==> src/rtl/pi_client_nic_pkg.sv <==
// rtl/pi_client_nic_pkg.sv - shared defaults, injection source enum and saturating helper
package pi_client_nic_pkg;

  localparam int NIC_N   = 8;
  localparam int NIC_D_W = 32;

  typedef enum logic [1:0] {
    INJ_NONE,
    INJ_BOUNCE,
    INJ_TX
  } inj_src_e;

  function automatic logic [7:0] sat_inc8(input logic [7:0] v);
    return (v == 8'hFF) ? v : v + 8'd1;
  endfunction

endpackage

==> src/rtl/pi_client_nic_if.sv <==
// rtl/pi_client_nic_if.sv - client and leaf-switch link bundle of the pi client NIC
interface pi_client_nic_if #(
  parameter int A_W = 4,
  parameter int D_W = 32
);
  logic           c_tx_v;
  logic           c_tx_rdy;
  logic [A_W-1:0] c_tx_addr;
  logic [D_W-1:0] c_tx_data;
  logic           c_rx_v;
  logic           c_rx_rdy;
  logic [D_W-1:0] c_rx_data;
  logic           noc_o_v;
  logic [A_W-1:0] noc_o_addr;
  logic [D_W-1:0] noc_o_data;
  logic           noc_i_busy;
  logic           noc_i_v;
  logic [A_W-1:0] noc_i_addr;
  logic [D_W-1:0] noc_i_data;

  modport slave (
    input  c_tx_v, c_tx_addr, c_tx_data, c_rx_rdy,
    input  noc_i_busy, noc_i_v, noc_i_addr, noc_i_data,
    output c_tx_rdy, c_rx_v, c_rx_data, noc_o_v, noc_o_addr, noc_o_data
  );

  modport master (
    output c_tx_v, c_tx_addr, c_tx_data, c_rx_rdy,
    output noc_i_busy, noc_i_v, noc_i_addr, noc_i_data,
    input  c_tx_rdy, c_rx_v, c_rx_data, noc_o_v, noc_o_addr, noc_o_data
  );
endinterface

==> src/rtl/pi_client_nic_fifo.sv <==
// rtl/pi_client_nic_fifo.sv - synchronous FIFO; a pop on a full FIFO frees room for a same-edge push
module pi_client_nic_fifo #(
  parameter int W     = 8,
  parameter int DEPTH = 4
) (
  input  logic         clk,
  input  logic         rst_n,
  input  logic         push_i,
  input  logic [W-1:0] push_data_i,
  input  logic         pop_i,
  output logic [W-1:0] head_o,
  output logic         full_o,
  output logic         empty_o
);
  localparam int P_W = $clog2(DEPTH);
  localparam int C_W = P_W + 1;

  logic [W-1:0]   mem_q [DEPTH];
  logic [P_W-1:0] wr_ptr_q, rd_ptr_q;
  logic [C_W-1:0] cnt_q;
  logic           do_push, do_pop;

  assign empty_o = (cnt_q == '0);
  assign full_o  = (cnt_q == C_W'(DEPTH));
  assign do_pop  = pop_i & ~empty_o;
  assign do_push = push_i & (~full_o | do_pop);
  assign head_o  = mem_q[rd_ptr_q];

  always_ff @(posedge clk or negedge rst_n) begin
    if (!rst_n) begin
      wr_ptr_q <= '0;
      rd_ptr_q <= '0;
      cnt_q    <= '0;
    end else begin
      if (do_push) wr_ptr_q <= wr_ptr_q + P_W'(1);
      if (do_pop)  rd_ptr_q <= rd_ptr_q + P_W'(1);
      cnt_q <= cnt_q + C_W'(do_push) - C_W'(do_pop);
    end
  end

  // Contents need no reset: the count alone decides what is valid.
  always_ff @(posedge clk) begin
    if (do_push) mem_q[wr_ptr_q] <= push_data_i;
  end
endmodule

==> src/rtl/pi_client_nic.sv <==
// rtl/pi_client_nic.sv - client NIC of a leaf pi switch: TX injection, RX ejection, misdelivery bounce
module pi_client_nic
  import pi_client_nic_pkg::*;
#(
  parameter int N    = NIC_N,
  parameter int A_W  = $clog2(N) + 1,
  parameter int D_W  = NIC_D_W,
  parameter int POSX = 0,
  parameter int TXD  = 4,
  parameter int RXD  = 4
) (
  input  logic              clk,
  input  logic              rst_n,
  pi_client_nic_if.slave    bus,
  output logic              rx_ovf,
  output logic [7:0]        drop_cnt
);
  logic                 tx_full, tx_empty, tx_push, tx_pop;
  logic                 rx_full, rx_empty, rx_push, rx_pop;
  logic [A_W+D_W-1:0]   tx_head;
  logic [D_W-1:0]       rx_head;
  logic                 bnc_v_q, bnc_v_d;
  logic [A_W-1:0]       bnc_addr_q, bnc_addr_d;
  logic [D_W-1:0]       bnc_data_q, bnc_data_d;
  logic                 o_v_q, o_v_d;
  logic [A_W-1:0]       o_addr_q, o_addr_d;
  logic [D_W-1:0]       o_data_q, o_data_d;
  logic                 ovf_q, ovf_d;
  logic [7:0]           drop_q, drop_d;
  logic                 for_me, misdeliv, bnc_free, rx_drop, bnc_drop;
  inj_src_e             inj_src;

  assign for_me   = bus.noc_i_v & (bus.noc_i_addr == A_W'(POSX));
  assign misdeliv = bus.noc_i_v & (bus.noc_i_addr != A_W'(POSX));
  assign tx_push  = bus.c_tx_v & ~tx_full;
  assign rx_push  = for_me;
  assign rx_pop   = ~rx_empty & bus.c_rx_rdy;

  pi_client_nic_fifo #(.W(A_W + D_W), .DEPTH(TXD)) u_tx_fifo (
    .clk(clk), .rst_n(rst_n),
    .push_i(tx_push), .push_data_i({bus.c_tx_addr, bus.c_tx_data}),
    .pop_i(tx_pop), .head_o(tx_head), .full_o(tx_full), .empty_o(tx_empty)
  );

  pi_client_nic_fifo #(.W(D_W), .DEPTH(RXD)) u_rx_fifo (
    .clk(clk), .rst_n(rst_n),
    .push_i(rx_push), .push_data_i(bus.noc_i_data),
    .pop_i(rx_pop), .head_o(rx_head), .full_o(rx_full), .empty_o(rx_empty)
  );

  always_comb begin
    inj_src    = INJ_NONE;
    o_v_d      = 1'b0;
    o_addr_d   = o_addr_q;
    o_data_d   = o_data_q;
    bnc_v_d    = bnc_v_q;
    bnc_addr_d = bnc_addr_q;
    bnc_data_d = bnc_data_q;

    // Bounced packets outrank new traffic so misdeliveries drain first.
    if (!bus.noc_i_busy) begin
      if (bnc_v_q)        inj_src = INJ_BOUNCE;
      else if (!tx_empty) inj_src = INJ_TX;
    end
    tx_pop = (inj_src == INJ_TX);

    case (inj_src)
      INJ_BOUNCE: begin
        o_v_d    = 1'b1;
        o_addr_d = bnc_addr_q;
        o_data_d = bnc_data_q;
      end
      INJ_TX: begin
        o_v_d                = 1'b1;
        {o_addr_d, o_data_d} = tx_head;
      end
      default: ;
    endcase

    bnc_free = ~bnc_v_q | (inj_src == INJ_BOUNCE);
    if (inj_src == INJ_BOUNCE) bnc_v_d = 1'b0;
    if (misdeliv && bnc_free) begin
      bnc_v_d    = 1'b1;
      bnc_addr_d = bus.noc_i_addr;
      bnc_data_d = bus.noc_i_data;
    end

    bnc_drop = misdeliv & ~bnc_free;
    rx_drop  = for_me & rx_full & ~rx_pop;
    ovf_d    = ovf_q | rx_drop | bnc_drop;
    drop_d   = (rx_drop | bnc_drop) ? sat_inc8(drop_q) : drop_q;
  end

  always_ff @(posedge clk or negedge rst_n) begin
    if (!rst_n) begin
      bnc_v_q    <= 1'b0;
      bnc_addr_q <= '0;
      bnc_data_q <= '0;
      o_v_q      <= 1'b0;
      o_addr_q   <= '0;
      o_data_q   <= '0;
      ovf_q      <= 1'b0;
      drop_q     <= '0;
    end else begin
      bnc_v_q    <= bnc_v_d;
      bnc_addr_q <= bnc_addr_d;
      bnc_data_q <= bnc_data_d;
      o_v_q      <= o_v_d;
      o_addr_q   <= o_addr_d;
      o_data_q   <= o_data_d;
      ovf_q      <= ovf_d;
      drop_q     <= drop_d;
    end
  end

  assign bus.c_tx_rdy   = ~tx_full;
  assign bus.c_rx_v     = ~rx_empty;
  assign bus.c_rx_data  = rx_head;
  assign bus.noc_o_v    = o_v_q;
  assign bus.noc_o_addr = o_addr_q;
  assign bus.noc_o_data = o_data_q;
  assign rx_ovf         = ovf_q;
  assign drop_cnt       = drop_q;
endmodule

==> src/flat_wrapper.sv <==
// flat-port wrapper written by rule: the top's interface ports become plain ports
module pi_client_nic_flat import pi_client_nic_pkg::*;
#(
  parameter int N    = NIC_N,
  parameter int A_W  = $clog2(N) + 1,
  parameter int D_W  = NIC_D_W,
  parameter int POSX = 0,
  parameter int TXD  = 4,
  parameter int RXD  = 4
)
  (clk, rst_n, rx_ovf, drop_cnt, bus_c_tx_v, bus_c_tx_addr, bus_c_tx_data, bus_c_rx_rdy, bus_noc_i_busy, bus_noc_i_v, bus_noc_i_addr, bus_noc_i_data, bus_c_tx_rdy, bus_c_rx_v, bus_c_rx_data, bus_noc_o_v, bus_noc_o_addr, bus_noc_o_data);
  pi_client_nic_if #(.A_W(A_W), .D_W(D_W)) bus_i ();
  input  logic clk;
  input  logic rst_n;
  output logic rx_ovf;
  output logic [7:0] drop_cnt;
  input wire logic [$bits(bus_i.c_tx_v)-1:0] bus_c_tx_v;
  input wire logic [$bits(bus_i.c_tx_addr)-1:0] bus_c_tx_addr;
  input wire logic [$bits(bus_i.c_tx_data)-1:0] bus_c_tx_data;
  input wire logic [$bits(bus_i.c_rx_rdy)-1:0] bus_c_rx_rdy;
  input wire logic [$bits(bus_i.noc_i_busy)-1:0] bus_noc_i_busy;
  input wire logic [$bits(bus_i.noc_i_v)-1:0] bus_noc_i_v;
  input wire logic [$bits(bus_i.noc_i_addr)-1:0] bus_noc_i_addr;
  input wire logic [$bits(bus_i.noc_i_data)-1:0] bus_noc_i_data;
  output wire logic [$bits(bus_i.c_tx_rdy)-1:0] bus_c_tx_rdy;
  output wire logic [$bits(bus_i.c_rx_v)-1:0] bus_c_rx_v;
  output wire logic [$bits(bus_i.c_rx_data)-1:0] bus_c_rx_data;
  output wire logic [$bits(bus_i.noc_o_v)-1:0] bus_noc_o_v;
  output wire logic [$bits(bus_i.noc_o_addr)-1:0] bus_noc_o_addr;
  output wire logic [$bits(bus_i.noc_o_data)-1:0] bus_noc_o_data;
  assign bus_i.c_tx_v = bus_c_tx_v;
  assign bus_i.c_tx_addr = bus_c_tx_addr;
  assign bus_i.c_tx_data = bus_c_tx_data;
  assign bus_i.c_rx_rdy = bus_c_rx_rdy;
  assign bus_i.noc_i_busy = bus_noc_i_busy;
  assign bus_i.noc_i_v = bus_noc_i_v;
  assign bus_i.noc_i_addr = bus_noc_i_addr;
  assign bus_i.noc_i_data = bus_noc_i_data;
  assign bus_c_tx_rdy = bus_i.c_tx_rdy;
  assign bus_c_rx_v = bus_i.c_rx_v;
  assign bus_c_rx_data = bus_i.c_rx_data;
  assign bus_noc_o_v = bus_i.noc_o_v;
  assign bus_noc_o_addr = bus_i.noc_o_addr;
  assign bus_noc_o_data = bus_i.noc_o_data;
  pi_client_nic #(.N(N), .A_W(A_W), .D_W(D_W), .POSX(POSX), .TXD(TXD), .RXD(RXD)) u_core (.clk(clk), .rst_n(rst_n), .bus(bus_i), .rx_ovf(rx_ovf), .drop_cnt(drop_cnt));
endmodule
==> config.mk <==
export PLATFORM = sky130hd
export DESIGN_NAME = pi_client_nic_flat
export DESIGN_NICKNAME = d
export VERILOG_FILES = /design/src/rtl/pi_client_nic_pkg.sv /design/src/rtl/pi_client_nic_if.sv /design/src/rtl/pi_client_nic_fifo.sv /design/src/rtl/pi_client_nic.sv /design/src/flat_wrapper.sv
export SDC_FILE = /design/constraint.sdc
export NUM_CORES = 1
export LEC_CHECK = 0
export ABC_CLOCK_PERIOD_IN_PS = 2600
export BUFFER_PORTS_ARGS = -buffer_cell sky130_fd_sc_hd__clkbuf_2
export CORE_UTILIZATION = 50
export DETAILED_ROUTE_END_ITERATION = 6
export PLACE_DENSITY = 0.84
export SLEW_MARGIN = 30
export SYNTH_ARGS = -nofsm -noshare
export SYNTH_HDL_FRONTEND = slang
export SYNTH_SLANG_ARGS = --single-unit
==> constraint.sdc <==
create_clock -name clk -period 2.6 [get_ports clk]
set_clock_uncertainty 0.2 [all_clocks]
set_input_delay 0.52 -clock clk [delete_from_list [all_inputs] [get_ports clk]]
set_output_delay 0.52 -clock clk [all_outputs]
set_load 0.005 [all_outputs]
### Word-level counts from Yosys, hierarchy flattened

Memory sizes are Yosys's and may differ from the RTL's.
Index checks and enable logic that the tools add are counted.

| word-level totals | value |
|---|---|
| output and inout port bits | 80 |
| input port bits | 78 |
| RAM bits | 272 |
| memories | 2 |
| logic and storage cells | 76 |
| bits in registers | 97 |

| cells by class | value |
|---|---|
| mux-type cells | 12 |
| bitwise logic cells | 25 |
| reductions and logical operators | 9 |
| $add $sub $neg | 9 |
| eq/ne operators | 5 |

Memories:

| memory | words | bits a word | rd ports | clocked after memory_dff | wr ports | RTL line | RTL |
|---|---|---|---|---|---|---|---|
| u_core.u_tx_fifo.mem_q | 4 | 36 | 1 | 0 | 1 | pi_client_nic_fifo.sv:18 | `logic [W-1:0] mem_q [DEPTH];` |
| u_core.u_rx_fifo.mem_q | 4 | 32 | 1 | 0 | 1 | pi_client_nic_fifo.sv:18 |  |

Operators with widths:

| kind | count |
|---|---|
| one-hot mux 32 bit (2 select lines) | 1 |
| bitwise AND 1 bit | 11 |
| adder 2 x 1 -> 2 bit, second input constant | 4 |
| adder 8 x 1 -> 8 bit, second input constant | 1 |
| == test 8 bit, second input constant | 1 |
| NOT 1 bit | 8 |
| one-hot mux 4 bit (2 select lines) | 1 |
| two-way mux 1 bit | 7 |
| adder 3 x 1 -> 3 bit | 2 |
| == test 3 bit, second input constant | 2 |
| zero test 3 bit | 2 |
| two-way mux 2 bit | 3 |
| bitwise OR 1 bit | 6 |
| subtractor 3 x 1 -> 3 bit | 2 |
| zero test 4 bit | 1 |
| nonzero test 2 bit | 2 |
| nonzero test 4 bit | 1 |
| == test 2 x 1 -> 1 bit, second input constant | 1 |
| == test 2 bit, second input constant | 1 |
| AND reduction 2 bit | 1 |
| OR reduction 2 bit | 1 |
| logical AND 1 bit | 1 |

### Logic depth before layout (Yosys ltp)

| logic depth | value |
|---|---|
| word-level depth | 10 |
| depth in mapped cells | 11 |

### By module

Synthesis repeated with hierarchy kept, for this count alone.

| second synthesis, totals | value |
|---|---|
| cells, all modules | 715 |
| area, all modules | 14111.0 um^2 |

By module, submodules not included:

| module | cells an instance | instances | area an instance (um^2) | seq. area each (um^2) |
|---|---|---|---|---|
| pi_client_nic_fifo at u_core.u_tx_fifo | 223 | 1 | 5624.1 | 4499.3 |
| pi_client_nic_fifo at u_core.u_rx_fifo | 203 | 1 | 5056.1 | 4018.9 |
| pi_client_nic | 289 | 1 | 3430.8 | 2077.0 |

### Worst setup path before layout

OpenSTA, ideal clock, no wires.

| timing | value |
|---|---|
| path kind | input to register |
| start | in bus_noc_i_addr[1] |
| end | reg u_core.u_rx_fifo.cnt_q[2] |
| library setup time | 123 ps |
| arrival time | 2533 ps |
| required time | 2277 ps |
| setup slack | -255 ps |
| stages | 10 |
| cells stage by stage | nor4_1 and3_2 clkbuf_1 inv_1 ha_1 inv_1 ha_1 fa_1 xor2_1 xnor2_1 |

| on the way | value |
|---|---|
| word-level cells in the longest chain between the ends | 5 |

Ends and longest elaborated chain:

| what | RTL line | RTL |
|---|---|---|
| from (decl) | flat_wrapper.sv:23 | `input wire logic [$bits(bus_i.noc_i_addr)-1:0] bus_noc_i_addr;` |
| zero test 4 bit | pi_client_nic.sv:33 | `assign for_me = bus.noc_i_v & (bus.noc_i_addr == A_W'(POSX));` |
| bitwise AND 1 bit | pi_client_nic.sv:33 |  |
| bitwise AND 1 bit | pi_client_nic_fifo.sv:26 | `assign do_push = push_i & (~full_o \| do_pop);` |
| adder 3 x 1 -> 3 bit | pi_client_nic_fifo.sv:37 | `cnt_q <= cnt_q + C_W'(do_push) - C_W'(do_pop);` |
| subtractor 3 x 1 -> 3 bit | pi_client_nic_fifo.sv:37 |  |
| to (signal assigned) | pi_client_nic_fifo.sv:37 |  |
| to (decl) | pi_client_nic_fifo.sv:20 | `logic [C_W-1:0] cnt_q;` |

Every way passes these cells.
A chain may end at the register's enable or synchronous reset.

### Final worst setup path

| timing | value |
|---|---|
| start | reg u_core.u_rx_fifo.rd_ptr_q[0] |
| end | out bus_c_rx_data[29] |

| on the way | value |
|---|---|
| word-level cells in the longest chain between the ends | 1 |

Ends and longest elaborated chain:

| what | RTL line | RTL |
|---|---|---|
| from (decl) | pi_client_nic_fifo.sv:19 | `logic [P_W-1:0] wr_ptr_q, rd_ptr_q;` |
| from (signal assigned) | pi_client_nic_fifo.sv:36 | `if (do_pop) rd_ptr_q <= rd_ptr_q + P_W'(1);` |
| memory (4 x 32 bit) | n/a |  |
| to (decl) | flat_wrapper.sv:27 | `output wire logic [$bits(bus_i.c_rx_data)-1:0] bus_c_rx_data;` |

Every way passes these cells.

==> run summary <==
The total setup violations reported at the end of the flow is 4. Sorting the synthesized cells by how often they occur yields sky130_fd_sc_hd__edfxtp_1 (272), sky130_fd_sc_hd__dfrtp_1 (97), sky130_fd_sc_hd__mux4_2 (68). After routing the design area is 16760 um2. The via-per-instance ratio came out at between 5 and 6. The floorplan step defined a die boundary enclosing roughly 29000 um2. In this run the number of cells on the critical path is 4.

The number of enable-type register cells in the synthesized netlist came out at 272. The clock insertion delay at the later pin of the skew report is 520 ps. The overall track demand over capacity in global routing came out at 19.58%. The largest area contributor in the netlist is sky130_fd_sc_hd__edfxtp_1. Walking the worst path, the cells encountered are buf_4 > buf_4 > mux4_2 > clkbuf_2.

Of the cells placed in the final design, the portion with a size suffix greater than 1 is about two fifths. After synthesis, the cell types taking the most area are sky130_fd_sc_hd__edfxtp_1 (59%), sky130_fd_sc_hd__dfrtp_1 (17%), sky130_fd_sc_hd__mux4_2 (11%), sky130_fd_sc_hd__mux2_2 (3.0%), sky130_fd_sc_hd__o22ai_1 (1.6%). The hold path endpoint is u_core.u_tx_fifo.mem_q[0][32]. The number of violations reported at the end of detailed-routing iteration 0 came out at between 500 and 600. The net count after synthesis is 804. The total count of max-transition violations in the final report is 0. The final hold violation count is 0. Synthesis handed over a netlist of between 700 and 800 instances. Power comes to 17.14 mW.

The delay contributed by the slowest stage of the critical path came out at approximately 480 ps. CTS built an H-tree with a depth of 2. The count of buffering cells on the critical path with inverters included is 3.

TritonCTS built the clock tree. The number of cells on the worst hold path came out at 1. Along the worst path, the maximum fanout reaches 4. The total congestion overflow came out at 0. STA classifies the critical path startpoint as a flip-flop.

STA classifies the critical path endpoint as an output port. The post-layout worst setup margin is -11.68 ps. The critical path data required time is 1880 ps.

The cell repeated most along the worst path is sky130_fd_sc_hd__buf_4. By instance count, the leading cell after synthesis is sky130_fd_sc_hd__edfxtp_1. The worst register-to-register path ends at u_core.u_rx_fifo.cnt_q[2].

The worst-margin pin slew came out at ~550 ps. The leakage power is slightly above 6 nW. Setup total negative slack on the finished layout was measured at -18.94 ps. The initial utilization of the core area, before any placement, comes to between 50% and 60%. The critical path is of the reg2out type. The quantity of I/O buffers inserted on ports came out at 157.

The detailed-route DRC error count is 0. The highest-delay cell along the critical path is sky130_fd_sc_hd__dfrtp_4. The worst register-to-register path begins at u_core.u_rx_fifo.cnt_q[2].

The commonest register cell after synthesis is sky130_fd_sc_hd__edfxtp_1. The clock-pin slew on the worst setup and hold paths came out at around 60 ps. The net count of the finished layout is 1002. Data on the critical path arrives at its endpoint at between 1500 and 2000 ps. The worst ir drop on vdd is 0.6447 mV. The wire-length estimate of the detail-placed layout is between 15 and 20 mm.

Clock tree synthesis selected as its root buffer the cell sky130_fd_sc_hd__clkbuf_16. The initial antenna violation count is 2. Measured along the y axis, the die boundary spans roughly 170 um. The wire length per cell after detailed routing came out at about 21 um. The worst hold path begins at bus_c_tx_addr[0].

The global-route wire length before repair is 41.80 mm. The area after detailed placement is 15440 um2. The number of optimization iterations in the first detailed-route pass came out at 4.

The number of placement rows is 60. The kind of cell adding the most delay to the critical path is flip-flops. In this run the most used layer during global routing was met2. The count of boundary I/O pins came out at roughly 160.

The total standard cell area after synthesis came out at between 10000 and 15000 um2. The smallest clock period supported by the final layout is computed as around 2600 ps. The via count of the first global-routing pass is 7262. The final layout contains routed wiring with a total length of about 28 mm. The number of library cell types mapped by synthesis came out at 34. The global-route track usage on met2 is a little under a third. The number of antenna-violating nets in the routed design came out at 0. The headroom to the max-slew limit is ~63%.

The type of the most critical hold path is in2reg. The areal power density over the cells came out at approximately 1000 nW/um2. The worst-case reg-to-reg path depth is 8. The post-route fraction of the period consumed by the critical path came out at 100.4%. The average cell area after synthesis is between 15 and 20 um2. The global-route met1 utilization came out at 27.17%. The die outline width is roughly 170 um. Synthesis inferred roughly 370 register bits.

The maximum achievable frequency is between 300 and 400 MHz. Prior to clock tree synthesis, the placed netlist has a worst setup slack of -26.33 ps. The met3 usage is 4.442%. The total core area is 27100 um2.

Routability-driven placement finished with a final weighted congestion of between 0.8 and 0.9. The total number of yosys warnings is 0. The setup check on the worst reg-to-reg path leaves a slack of around 80 ps. The via total after detailed routing is ~7200. The max capacitance violation total is 0.

The flow ran to the end, but the final reports show violations. The number of sinks driven by the clock tree came out at about 370. The area share of the largest cell type after synthesis came out at between 50 and 60%. The async set-reset flop share out of synthesis is between 20% and 30%.

The checks that failed: setup timing. Setup repair after global routing could not meet its margin everywhere. The number of CTS-inserted buffers came out at 37.

The sequential-to-total area share from yosys stat is between 70% and 80%. The buffer levels on the longest clock path is 3. The layout-stage area growth over the synthesis result came out at 20.41%. The largest net degree at the start of global routing is 50.
area by class of cell:
class | count | area, um2
Timing Repair Buffer | 194 | 1267
Fill cell | 1848 | 10340
Inverter | 16 | 60.06
Clock inverter | 20 | 168.9
Antenna cell | 1 | 2.502
Clock buffer | 48 | 1020
Tap cell | 372 | 465.4
Multi-Input combinational cell | 291 | 3178
Sequential cell | 369 | 10600
power breakdown:
group          switching (mW)  internal (mW)  leakage (nW)
combinational            2.04           2.18          2.03
clock                    2.15           2.99         0.569
sequential              0.476           7.29          3.61
total                    4.67           12.5          6.21
cell families after synthesis:
kind of cell,count (synthesis),share of synthesized area (%)
flip-flops,369,76.10
multiplexers,107,14.21
AO/OA/AOI/OAI,76,3.092
AND/OR/NAND/NOR,76,2.615
buffers and inverters,51,1.456
XOR/XNOR,17,1.070
adder cells (fa/ha/maj),15,1.456
registers in the layout (all words and copies together), names as in the netlist, 3 cells and up:
name and flops:
u_core.bnc_addr_q 4, u_core.bnc_data_q 32, u_core.bus.noc_o_addr 4, u_core.bus.noc_o_data 32, u_core.drop_cnt 8, u_core.u_rx_fifo.cnt_q 3, u_core.u_rx_fifo.mem_q 128, u_core.u_tx_fifo.cnt_q 3
u_core.u_tx_fifo.mem_q 144
timing repair:
item	in CTS	in global routing
hold buffers	2	0
buffers inserted	3	5
hold endpoints to repair	40	0
setup endpoints to repair	29	31
cloned	0	1
gates resized for setup	1	7
cells in the final DEF (no fill, tap or decap), types with 4 or more instances in the layout:
cell type / synthesis / routed
sky130_fd_sc_hd__clkbuf_2: 0 / 156
sky130_fd_sc_hd__buf_12: 0 / 14
sky130_fd_sc_hd__edfxtp_1: 272 / 272
sky130_fd_sc_hd__ha_1: 13 / 13
sky130_fd_sc_hd__clkbuf_1: 20 / 8
sky130_fd_sc_hd__clkinv_1: 0 / 4
sky130_fd_sc_hd__buf_4: 0 / 20
sky130_fd_sc_hd__mux2_2: 37 / 37
sky130_fd_sc_hd__o22ai_1: 36 / 36
sky130_fd_sc_hd__and2_1: 6 / 4
sky130_fd_sc_hd__dfrtp_1: 97 / 94
sky130_fd_sc_hd__clkbuf_16: 0 / 40
sky130_fd_sc_hd__clkinv_2: 0 / 6
sky130_fd_sc_hd__o21ai_0: 37 / 37
sky130_fd_sc_hd__and3_1: 4 / 4
sky130_fd_sc_hd__clkinvlp_4: 0 / 5
sky130_fd_sc_hd__nand2_1: 44 / 44
sky130_fd_sc_hd__inv_1: 15 / 15
sky130_fd_sc_hd__xor2_1: 8 / 7
sky130_fd_sc_hd__xnor2_1: 9 / 9
sky130_fd_sc_hd__mux4_2: 68 / 68
metrics by stage:
step / hold slack [ps] / utilization [%] / std cells
floorplan: 24.41 / - / 711
global placement: 262.0 / 56.99 / 1231
detailed placement: 269.5 / 56.99 / 1231
CTS: 3.885 / 61.54 / 1304
global route: 12.87 / 61.86 / 1311
finish: 16.26 / 61.86 / 1311
worst max path at each step:
stage,start,end,slack (ps)
global route,u_core.u_rx_fifo.rd_ptr_q[0],bus_c_rx_data[29],-50
floorplan,bus_c_rx_rdy,u_core.u_rx_fifo.cnt_q[2],10
global placement,bus_c_rx_rdy,u_core.u_rx_fifo.cnt_q[2],8
CTS,u_core.u_rx_fifo.rd_ptr_q[0],bus_c_rx_data[1],-50
finish,u_core.u_rx_fifo.rd_ptr_q[0],bus_c_rx_data[29],-10
detailed placement,bus_c_rx_rdy,u_core.u_rx_fifo.cnt_q[2],-30
metal layers:
layer,vias to the layer above,share of wire (%)
met4,2,3.5
met5,-,0.047
li1,3213,-
met3,57,6.3
met2,212,48
met1,3703,42
(Power assumes the default switching activity.)
